<file path="src/rtl/instruction_fetch_unit_if.sv">
// Instruction-memory read bus between the fetch unit and instruction memory.
//   IMEM_READ      read request (master -> slave)
//   IMEM_ADDRESS   read address, held for the whole read (master -> slave)
//   IMEM_READDATA  instruction word, valid when IMEM_BUSYWAIT=0 (slave -> master)
//   IMEM_BUSYWAIT  memory not ready yet (slave -> master)
interface instruction_fetch_unit_if;
   logic        IMEM_READ;
   logic [31:0] IMEM_ADDRESS;
   logic [31:0] IMEM_READDATA;
   logic        IMEM_BUSYWAIT;

   modport master (output IMEM_READ, IMEM_ADDRESS, input IMEM_READDATA, IMEM_BUSYWAIT);
   modport slave  (input IMEM_READ, IMEM_ADDRESS, output IMEM_READDATA, IMEM_BUSYWAIT);
endinterface

</file>
<file path="src/rtl/instruction_fetch_unit.sv">
// Instruction fetch unit: owns the PC, runs the instruction-memory read
// handshake and offers INSTRUCTION / PC_INCREMENT4 to the IF/ID register.
// Handles EX redirects (BRANCH_TAKEN/BRANCH_TARGET) and hazard stalls (STALL).
// Ports:
//   CLK, RESET           clock (rising edge), async active-low reset
//   BRANCH_TAKEN/TARGET  one-cycle redirect request from EX
//   STALL                IF/ID may not accept an instruction this cycle
//   imem                 instruction memory bus (master side)
//   INSTRUCTION          instruction offered to IF/ID
//   PC_INCREMENT4        address of offered instruction + 4
//   BUSY_WAIT            IF/ID must not capture this cycle
//   FLUSH                kill the wrong-path instruction in IF/ID
//   FETCH_FAULT          sticky misaligned-redirect flag
// Optional feature: define IF_MISALIGN_CHECK_EN to trap misaligned redirect
// targets (sticky fault + halt) instead of silently clearing the low bits.
module instruction_fetch_unit #(
   parameter logic [31:0] RESET_PC = 32'h0000_0000
) (
   input  logic                             CLK,
   input  logic                             RESET,
   input  logic                             BRANCH_TAKEN,
   input  logic [31:0]                      BRANCH_TARGET,
   input  logic                             STALL,
   instruction_fetch_unit_if.master         imem,
   output logic [31:0]                      INSTRUCTION,
   output logic [31:0]                      PC_INCREMENT4,
   output logic                             BUSY_WAIT,
   output logic                             FLUSH,
   output logic                             FETCH_FAULT
);

   typedef enum logic [1:0] {BOOT, FETCH, HOLD, DRAIN} state_t;

   state_t      state;
   logic [31:0] pc;
   logic [31:0] hold_instr;
   logic [31:0] pending_target;
   logic        fault;

   logic [31:0] target;
   logic        misaligned;
   logic        redirect;
   logic        done;

`ifdef IF_MISALIGN_CHECK_EN
   assign target      = BRANCH_TARGET;
   assign misaligned  = BRANCH_TAKEN && (BRANCH_TARGET[1:0] != 2'b00);
   assign FETCH_FAULT = fault;
`else
   assign target      = BRANCH_TARGET & ~32'h3;
   assign misaligned  = 1'b0;
   assign FETCH_FAULT = 1'b0;
`endif

   assign redirect = BRANCH_TAKEN && !misaligned;
   assign done     = !imem.IMEM_BUSYWAIT;

   always_ff @(posedge CLK or negedge RESET) begin
      if (!RESET) begin
         state          <= BOOT;
         pc             <= RESET_PC;
         hold_instr     <= '0;
         pending_target <= '0;
         fault          <= 1'b0;
      end else if (misaligned) begin
         // Trap: PC untouched, park in BOOT with the fault flag blocking exit.
         fault <= 1'b1;
         state <= BOOT;
      end else begin
         case (state)
            BOOT: begin
               if (!fault) begin
                  if (redirect) pc <= target;
                  state <= FETCH;
               end
            end
            FETCH: begin
               if (redirect) begin
                  // A busy read must finish at its own address; park the target.
                  if (!done) begin
                     pending_target <= target;
                     state          <= DRAIN;
                  end else begin
                     pc <= target;
                  end
               end else if (done) begin
                  if (STALL) begin
                     hold_instr <= imem.IMEM_READDATA;
                     state      <= HOLD;
                  end else begin
                     pc <= pc + 32'd4;
                  end
               end
            end
            HOLD: begin
               if (redirect) begin
                  pc    <= target;
                  state <= FETCH;
               end else if (!STALL) begin
                  pc    <= pc + 32'd4;
                  state <= FETCH;
               end
            end
            DRAIN: begin
               // Newest redirect wins, even on the completing edge.
               if (done) begin
                  pc    <= redirect ? target : pending_target;
                  state <= FETCH;
               end else if (redirect) begin
                  pending_target <= target;
               end
            end
            default: state <= BOOT;
         endcase
      end
   end

   always_comb begin
      imem.IMEM_READ = 1'b0;
      INSTRUCTION    = '0;
      BUSY_WAIT      = 1'b1;
      case (state)
         FETCH: begin
            imem.IMEM_READ = 1'b1;
            INSTRUCTION    = imem.IMEM_READDATA;
            BUSY_WAIT      = imem.IMEM_BUSYWAIT | STALL | BRANCH_TAKEN;
         end
         HOLD: begin
            INSTRUCTION = hold_instr;
            BUSY_WAIT   = STALL | BRANCH_TAKEN;
         end
         DRAIN: imem.IMEM_READ = 1'b1;
         default: ;
      endcase
   end

   assign imem.IMEM_ADDRESS = pc;
   assign PC_INCREMENT4     = pc + 32'd4;
   assign FLUSH             = BRANCH_TAKEN;

endmodule

</file>
<file path="src/flat_wrapper.sv">
// flat-port wrapper written by rule: the top's interface ports become plain ports
module instruction_fetch_unit_flat 
#(
   parameter logic [31:0] RESET_PC = 32'h0000_0000
)
  (CLK, RESET, BRANCH_TAKEN, BRANCH_TARGET, STALL, INSTRUCTION, PC_INCREMENT4, BUSY_WAIT, FLUSH, FETCH_FAULT, imem_IMEM_READ, imem_IMEM_ADDRESS, imem_IMEM_READDATA, imem_IMEM_BUSYWAIT);
  instruction_fetch_unit_if imem_i ();
  input  logic CLK;
  input  logic RESET;
  input  logic BRANCH_TAKEN;
  input  logic [31:0] BRANCH_TARGET;
  input  logic STALL;
  output logic [31:0] INSTRUCTION;
  output logic [31:0] PC_INCREMENT4;
  output logic BUSY_WAIT;
  output logic FLUSH;
  output logic FETCH_FAULT;
  output wire logic [$bits(imem_i.IMEM_READ)-1:0] imem_IMEM_READ;
  output wire logic [$bits(imem_i.IMEM_ADDRESS)-1:0] imem_IMEM_ADDRESS;
  input wire logic [$bits(imem_i.IMEM_READDATA)-1:0] imem_IMEM_READDATA;
  input wire logic [$bits(imem_i.IMEM_BUSYWAIT)-1:0] imem_IMEM_BUSYWAIT;
  assign imem_IMEM_READ = imem_i.IMEM_READ;
  assign imem_IMEM_ADDRESS = imem_i.IMEM_ADDRESS;
  assign imem_i.IMEM_READDATA = imem_IMEM_READDATA;
  assign imem_i.IMEM_BUSYWAIT = imem_IMEM_BUSYWAIT;
  instruction_fetch_unit #(.RESET_PC(RESET_PC)) u_core (.CLK(CLK), .RESET(RESET), .BRANCH_TAKEN(BRANCH_TAKEN), .BRANCH_TARGET(BRANCH_TARGET), .STALL(STALL), .imem(imem_i), .INSTRUCTION(INSTRUCTION), .PC_INCREMENT4(PC_INCREMENT4), .BUSY_WAIT(BUSY_WAIT), .FLUSH(FLUSH), .FETCH_FAULT(FETCH_FAULT));
endmodule
</file>
<file path="config.mk">
export PLATFORM = sky130hd
export DESIGN_NAME = instruction_fetch_unit_flat
export DESIGN_NICKNAME = d
export VERILOG_FILES = /design/src/rtl/instruction_fetch_unit_if.sv /design/src/rtl/instruction_fetch_unit.sv /design/src/flat_wrapper.sv
export SDC_FILE = /design/constraint.sdc
export NUM_CORES = 1
export LEC_CHECK = 0
export CAP_MARGIN = 20
export CORE_MARGIN = 10
export CORE_UTILIZATION = 50
export CTS_BUF_LIST = sky130_fd_sc_hd__clkbuf_4
export DETAILED_ROUTE_END_ITERATION = 10
export HOLD_SLACK_MARGIN = 0.1
export PLACE_DENSITY = 0.88
export SETUP_SLACK_MARGIN = 0.5
export SLEW_MARGIN = 10
export SYNTH_ARGS = -nofsm -noshare
export SYNTH_HDL_FRONTEND = slang
export SYNTH_SLANG_ARGS = --single-unit
</file>
<file path="constraint.sdc">
create_clock -name CLK -period 2.7 [get_ports CLK]
set_input_delay 0.54 -clock CLK [delete_from_list [all_inputs] [get_ports CLK]]
set_output_delay 0.54 -clock CLK [all_outputs]
set_load 0.01 [all_outputs]
</file>
==> results of run 1 <==
[final cells by class]
| cell class | count | area share (%) |
|---|---|---|
| diodes | 3 | 0.07112 |
| clock buffers | 12 | 0.8535 |
| clock inverters | 4 | 0.1778 |
| inverters | 11 | 0.4386 |
| multi-input cells | 423 | 39.53 |
| flip-flops and latches | 98 | 23.29 |
| well taps | 143 | 1.695 |
| repair buffers | 356 | 33.94 |
[state kept, by name (all words and copies together) (netlist names)]
signal                    cells
u_core.state                  2
u_core.imem.IMEM_ADDRESS     32
u_core.pending_target        32
u_core.hold_instr            32
[worst max path at each step]
stage,startpoint,endpoint,slack [ps],cells past startpoint
3_5_place_dp,u_core.imem.IMEM_ADDRESS[2],PC_INCREMENT4[24],-30,6
4_1_cts,u_core.imem.IMEM_ADDRESS[10],PC_INCREMENT4[31],-100,8
3_3_place_gp,u_core.imem.IMEM_ADDRESS[2],PC_INCREMENT4[24],8,6
5_1_grt,u_core.imem.IMEM_ADDRESS[3],PC_INCREMENT4[27],-520,9
2_1_floorplan,u_core.imem.IMEM_ADDRESS[9],PC_INCREMENT4[24],460,5
6_report,u_core.imem.IMEM_ADDRESS[3],PC_INCREMENT4[25],-460,8
[kinds of logic after synthesis]
kind of cell	count (synthesis)	share of synthesized area (%)
buf+inv	56	4.149
xor+xnor	28	4.235
simple gates	180	17.59
other cells	1	0.06476
compound gates	141	17.52
flops	98	42.35
mux	65	12.58
fa+ha+maj	7	1.512
[cells in the final DEF (no fill, tap or decap), types with 10 or more instances in the layout]
master,synthesis,layout
a22oi_2,0,35
nor2b_1,35,27
buf_6,0,62
mux2_4,0,32
buf_4,4,99
dfrtp_1,98,93
clkdlybuf4s50_1,0,89
buf_2,12,54
nand2_1,34,27
mux2_2,62,30
o21ai_2,0,13
buf_12,0,16
nor2_1,32,25
clkbuf_4,0,12
o21ai_1,0,10
[repair_timing]
action                                  in CTS  in global routing
pin swaps                                   38                 71
cloned                                       9                 12
endpoints found under the setup margin      96                128
setup buffers                               58                 52
endpoints found under the hold margin       44                  0
hold buffers                                 1                  0
gates resized for setup                    379                221
[metrics by stage]
step / total power, mW / worst slack (ps) / hold WS, ps
after global placement: 8.201 / 8.087 / 470.8
after floorplan: 5.695 / 455.3 / 244.4
final: 13.74 / -459.7 / 542.4
after CTS: 10.36 / -102.8 / 518.0
after detailed placement: 8.459 / -32.17 / 485.7
after global routing: 13.98 / -515.9 / 550.7
[worst register-to-register path, delay by kind of cell, from the launching register on]
family / cells / cell delay [ps]
simple gates: 4 / 540
mux: 1 / 140
flops: 1 / 510
buf+inv: 12 / 1640
[routing by layer]
layer	wire length [µm]	part of all wire (%)
met5	11	0.031
met4	3346	9.6
met3	4737	14
met2	15870	45
met1	11040	32
[power by group]
group,internal [mW],switching [mW],total (mW)
registers,2.17,0.743,2.91
clock network,0.212,0.563,0.775
logic,5.09,4.97,10.1
total,7.47,6.27,13.7
==> flow_summary.ini, run 1 <==
[run_status]
outcome = finished with violations
violations = setup timing

[worst_hold_path]
hp-start = u_core.pending_target[0]
worstHoldPathCells = 1
hp-class = register to register
min_to = u_core.pending_target[0]

[pwr]
power-per-cell-area_mw_per_mm2 = 1302
leakagePower_nw = 4.748
ir_drop_mv = 1.129

[critical_path]
max_stage_delay_ps = 450
cp.arrival_ps = 2620
cp-end-kind = output port
path_cells = buf_4 > nand4_4 > nor4_4 > buf_4 > buf_12 > and3_4 > xor2_1 > buf_2
crit_path_start_kind = register
reg2regPathDepth = 17
crit_fanout = 5
required_ps = 2160
reg2reg_setup_slack_ps = -240
path_delay_family = simple AND/OR/NAND/NOR gates
critical_path.slowest_cell = nor4_4
worst-path-buf-inv = 4
reg2reg_to = u_core.imem.IMEM_ADDRESS[21]
path_class = register to output port
crit_top_cell = buf_4
reg2reg_from = u_core.imem.IMEM_ADDRESS[12]

[clock_network]
cts_max_path_buffers = 2
numCtsBuffers = 9
tritoncts = done
cts-root-buf = clkbuf_4
clkSinkCount = 98
insertion_delay_ps = 530
clkTransAtPathRegs_ps = 160
htree_levels = 3

[synth]
ys_ff_latch = 98
synth_area_leaders = dfrtp_1, mux2_2, a22oi_1
synth_flop_cell = dfrtp_1
synth_cell_types = 62
yosysTopAreaCellShare_pct = 42.35
seq_area_frac_synth_pct = 42.35
yosysWarningCount = 0
avgSynthCellArea_um2 = 10.05
synth_nets = 652
synth_area_leader_cell = dfrtp_1
async_reset_ff_share_pct = 100.0
yosysMostFrequentCell = dfrtp_1
syn_inst = 576
syn_area_mm2 = 0.005791
ys_top_cells_by_count = dfrtp_1, mux2_2, a22oi_1, o21ai_0, nor2b_1
synth_edf_count = 0

[layout]
seqCellArea_mm2 = 0.002459
final_nets = 975
synthToLayoutAreaGrowth_pct = 82.28
final_util_pct = 92.84
multiInputGateArea_mm2 = 0.004173
final_cells = 1050
final_cell_area_mm2 = 0.01056
drive_gt1_share_pct = 53.43
n_fill_cell = 330

[route]
drtIter0Drc = 1207
via_per_inst = 7.211
vias = 7572
drtPass1Iterations = 8
totalWireLength_um = 35000
post_drt_wl_per_cell_um = 33.33
route.detailed.drc = 0
postRouteAntennaNets = 0

[placement]
globalplace.congestion = 0.9276
dpl.cell_count = 899
port_buffers = 165
placed_area_mm2 = 0.007983
hpwl_um = 14240

[sta]
tightest_slew_ps = 632.8
final_max_slew_viol_count = 0
slew_headroom_pct = 57.82
fin_crit_ps = 3160
rsz0062_at_grt = true
timing.fmax_mhz = 316.5
finalSetupTns_ps = -5776
fin_worst_skew_ps = 27.49
finalSetupViolations = 21
timing.final.ws_setup_ps = -459.7
finalHoldViolCount = 0
finalCritPeriodShare_pct = 117.0

[floorplanning]
die_y_um = 127.6
num_io_pins = 169
die_w_um = 127.6
num_rows = 39
core_area_mm2 = 0.01137
dieArea_mm2 = 0.01629
initial_core_util_pct = 50.93

[global_routing]
grt_pass1_vias = 6716
grtUsageTotal_pct = 27.98
grt_pass1_wl_um = 37170
grt_use_met2_pct = 47.11
grtUsageMet1_pct = 32.13
grt.overflow.total = 0
grt_max_degree = 55
grt.busiest_layer = met2
antenna_found_initial = 5
use_met3_pct = 8.189

[flow_run]
max_cap_viol_count = 0
Note: power is estimated with default switching activity, not from simulation.
==> inputs of run 2 (changes only) <==
--- a/config.mk
+++ b/config.mk
@@ -5,7 +5,7 @@
 export SDC_FILE = /design/constraint.sdc
 export NUM_CORES = 1
 export LEC_CHECK = 0
-export CAP_MARGIN = 20
+export CAP_MARGIN = 30
 export CORE_MARGIN = 10
 export CORE_UTILIZATION = 50
 export CTS_BUF_LIST = sky130_fd_sc_hd__clkbuf_4
==> constraint.sdc (replaced) <==
create_clock -name CLK -period 3.3 [get_ports CLK]
set_input_delay 0.66 -clock CLK [delete_from_list [all_inputs] [get_ports CLK]]
set_output_delay 0.66 -clock CLK [all_outputs]
set_load 0.01 [all_outputs]
==> run 2 against run 1 <==
Net effect:
- the run now ends clean
- critical path depth fell by 2
- sequential power down 20%
- combinational power shrank 51%
- sequential share of layout area up 5.6 points
- sequential cell count stayed put
- worst setup slack improved by 660 ps
- first-iteration DRC count decreased by 21%
- power down 41%
- critical endpoint is now PC_INCREMENT4[24]
==> flow_summary.ini, run 2 (synthesis gave the netlist of run 1 again) <==
[run_status]
outcome = complete, no violations

[floorplanning]
core_area_mm2 = 0.01137
dieArea_mm2 = 0.01629
die_y_um = 127.6
num_io_pins = 169
num_rows = 39
die_w_um = 127.6
initial_core_util_pct = 50.93

[pwr]
report.power.total_mw = 8.110
power-per-cell-area_mw_per_mm2 = 941.9
ir_drop_mv = 0.6568
leakagePower_nw = 4.024

[critical_path]
crit_path_start_kind = register
path_class = register to output port
required_ps = 2640
crit_fanout = 3
cp-end-kind = output port
cp.arrival_ps = 2440

[global_routing]
grt_use_met2_pct = 40.28
grt_max_degree = 49
grt.busiest_layer = met2
use_met3_pct = 10.46
antenna_found_initial = 1
grt_pass1_vias = 6244
grt_pass1_wl_um = 32290
grtUsageMet1_pct = 25.92
grtUsageTotal_pct = 24.33
grt.overflow.total = 0

[placement]
placed_area_mm2 = 0.007607
hpwl_um = 13440
place_ws_ps = 254.3
port_buffers = 165
dpl.cell_count = 860
globalplace.congestion = 0.8921

[layout]
final_util_pct = 75.73
final_cells = 937
n_fill_cell = 702
final_cell_area_mm2 = 0.008611
drive_gt1_share_pct = 31.90
final_nets = 864
mostFrequentLayoutCells = clkdlybuf4s50_1, dfrtp_1, buf_4, mux2_2, a22oi_1
mostFrequentLayoutCell = clkdlybuf4s50_1
synthToLayoutAreaGrowth_pct = 48.70

[clock_network]
ctsHoldBuffers = 0
numCtsBuffers = 9
cts-root-buf = clkbuf_4
insertion_delay_ps = 480
htree_levels = 3
clkTransAtPathRegs_ps = 170
clkSinkCount = 98
cts_max_path_buffers = 2
tritoncts = done

[route]
via_per_inst = 6.586
totalWireLength_um = 22910
drtPass1Iterations = 9
postRouteAntennaNets = 0
vias = 6171
drtIter0Drc = 952
post_drt_wl_per_cell_um = 24.45
route.detailed.drc = 0

[sta]
rsz0062_at_grt = true
fin_crit_ps = 3098
fin_worst_skew_ps = 26.02
slew_headroom_pct = 40.61
fin_hold_ws_ps = 153.6
finalCritPeriodShare_pct = 93.87
tightest_slew_ps = 890.9
finalSetupTns_ps = 0
finalHoldViolCount = 0
timing.final.ws_setup_ps = 202.3
final_max_slew_viol_count = 0
finalSetupViolations = 0
timing.fmax_mhz = 322.8

[flow_run]
max_cap_viol_count = 0

[worst_hold_path]
hp-class = input pin to async pin
[run 2: routing by layer]
layer | vias to the layer above | wire length (µm)
li1 | 2556 | -
met1 | 2951 | 7905
met2 | 538 | 10630
met3 | 126 | 3189
met4 | 0 | 1183
met5 | - | 0
[run 2: path summary, 6_finish.rpt]
path	start	endpoint	slack, ps	depth (start not counted)
setup / recovery	u_core.imem.IMEM_ADDRESS[3]	PC_INCREMENT4[24]	200	6
hold / removal	RESET	u_core.imem.IMEM_ADDRESS[0]	150	1
setup reg to reg	u_core.state[1]	u_core.imem.IMEM_ADDRESS[4]	630	7
hold reg to reg	u_core.imem.IMEM_ADDRESS[0]	u_core.imem.IMEM_ADDRESS[0]	520	2
max in group asynchronous	RESET	u_core.imem.IMEM_ADDRESS[19]	2260	2
min in group CLK	u_core.imem.IMEM_ADDRESS[0]	u_core.imem.IMEM_ADDRESS[0]	520	2
[run 2: layout make-up]
cell class	count	area (µm²)	area share [%]
Antenna cell	1	2.502	0.02906
Clock buffer	9	67.56	0.7847
Clock inverter	7	115.1	1.337
Inverter	11	45.04	0.5231
Multi-Input combinational cell	422	3379	39.25
Sequential cell	98	2484	28.84
Tap cell	143	178.9	2.078
Timing Repair Buffer	246	2338	27.16
[run 2: timing repair]
| item | CTS | global route |
|---|---|---|
| resized for setup | 129 | 80 |
| setup buffers | 41 | 17 |
| endpoints found under the hold margin | 0 | 0 |
| cloned | 1 | 1 |
| setup endpoints to repair | 60 | 67 |
| pin swaps | 16 | 22 |
[run 2: power by group]
| group | internal [mW] | total, mW | leakage (nW) | switching (mW) |
|---|---|---|---|---|
| Combinational | 2.44 | 4.95 | 2.76 | 2.52 |
| Clock | 0.382 | 0.830 | 0.0940 | 0.448 |
| Sequential | 1.80 | 2.33 | 1.17 | 0.531 |
| Total | 4.62 | 8.11 | 4.02 | 3.49 |
[run 2: critical path: stages (launching register included)]
cell     delay, ps
dfrtp_2        420
ha_2           210
nand3_1        150
or4_4          590
nor3_4         260
xor2_1         160
buf_2          150
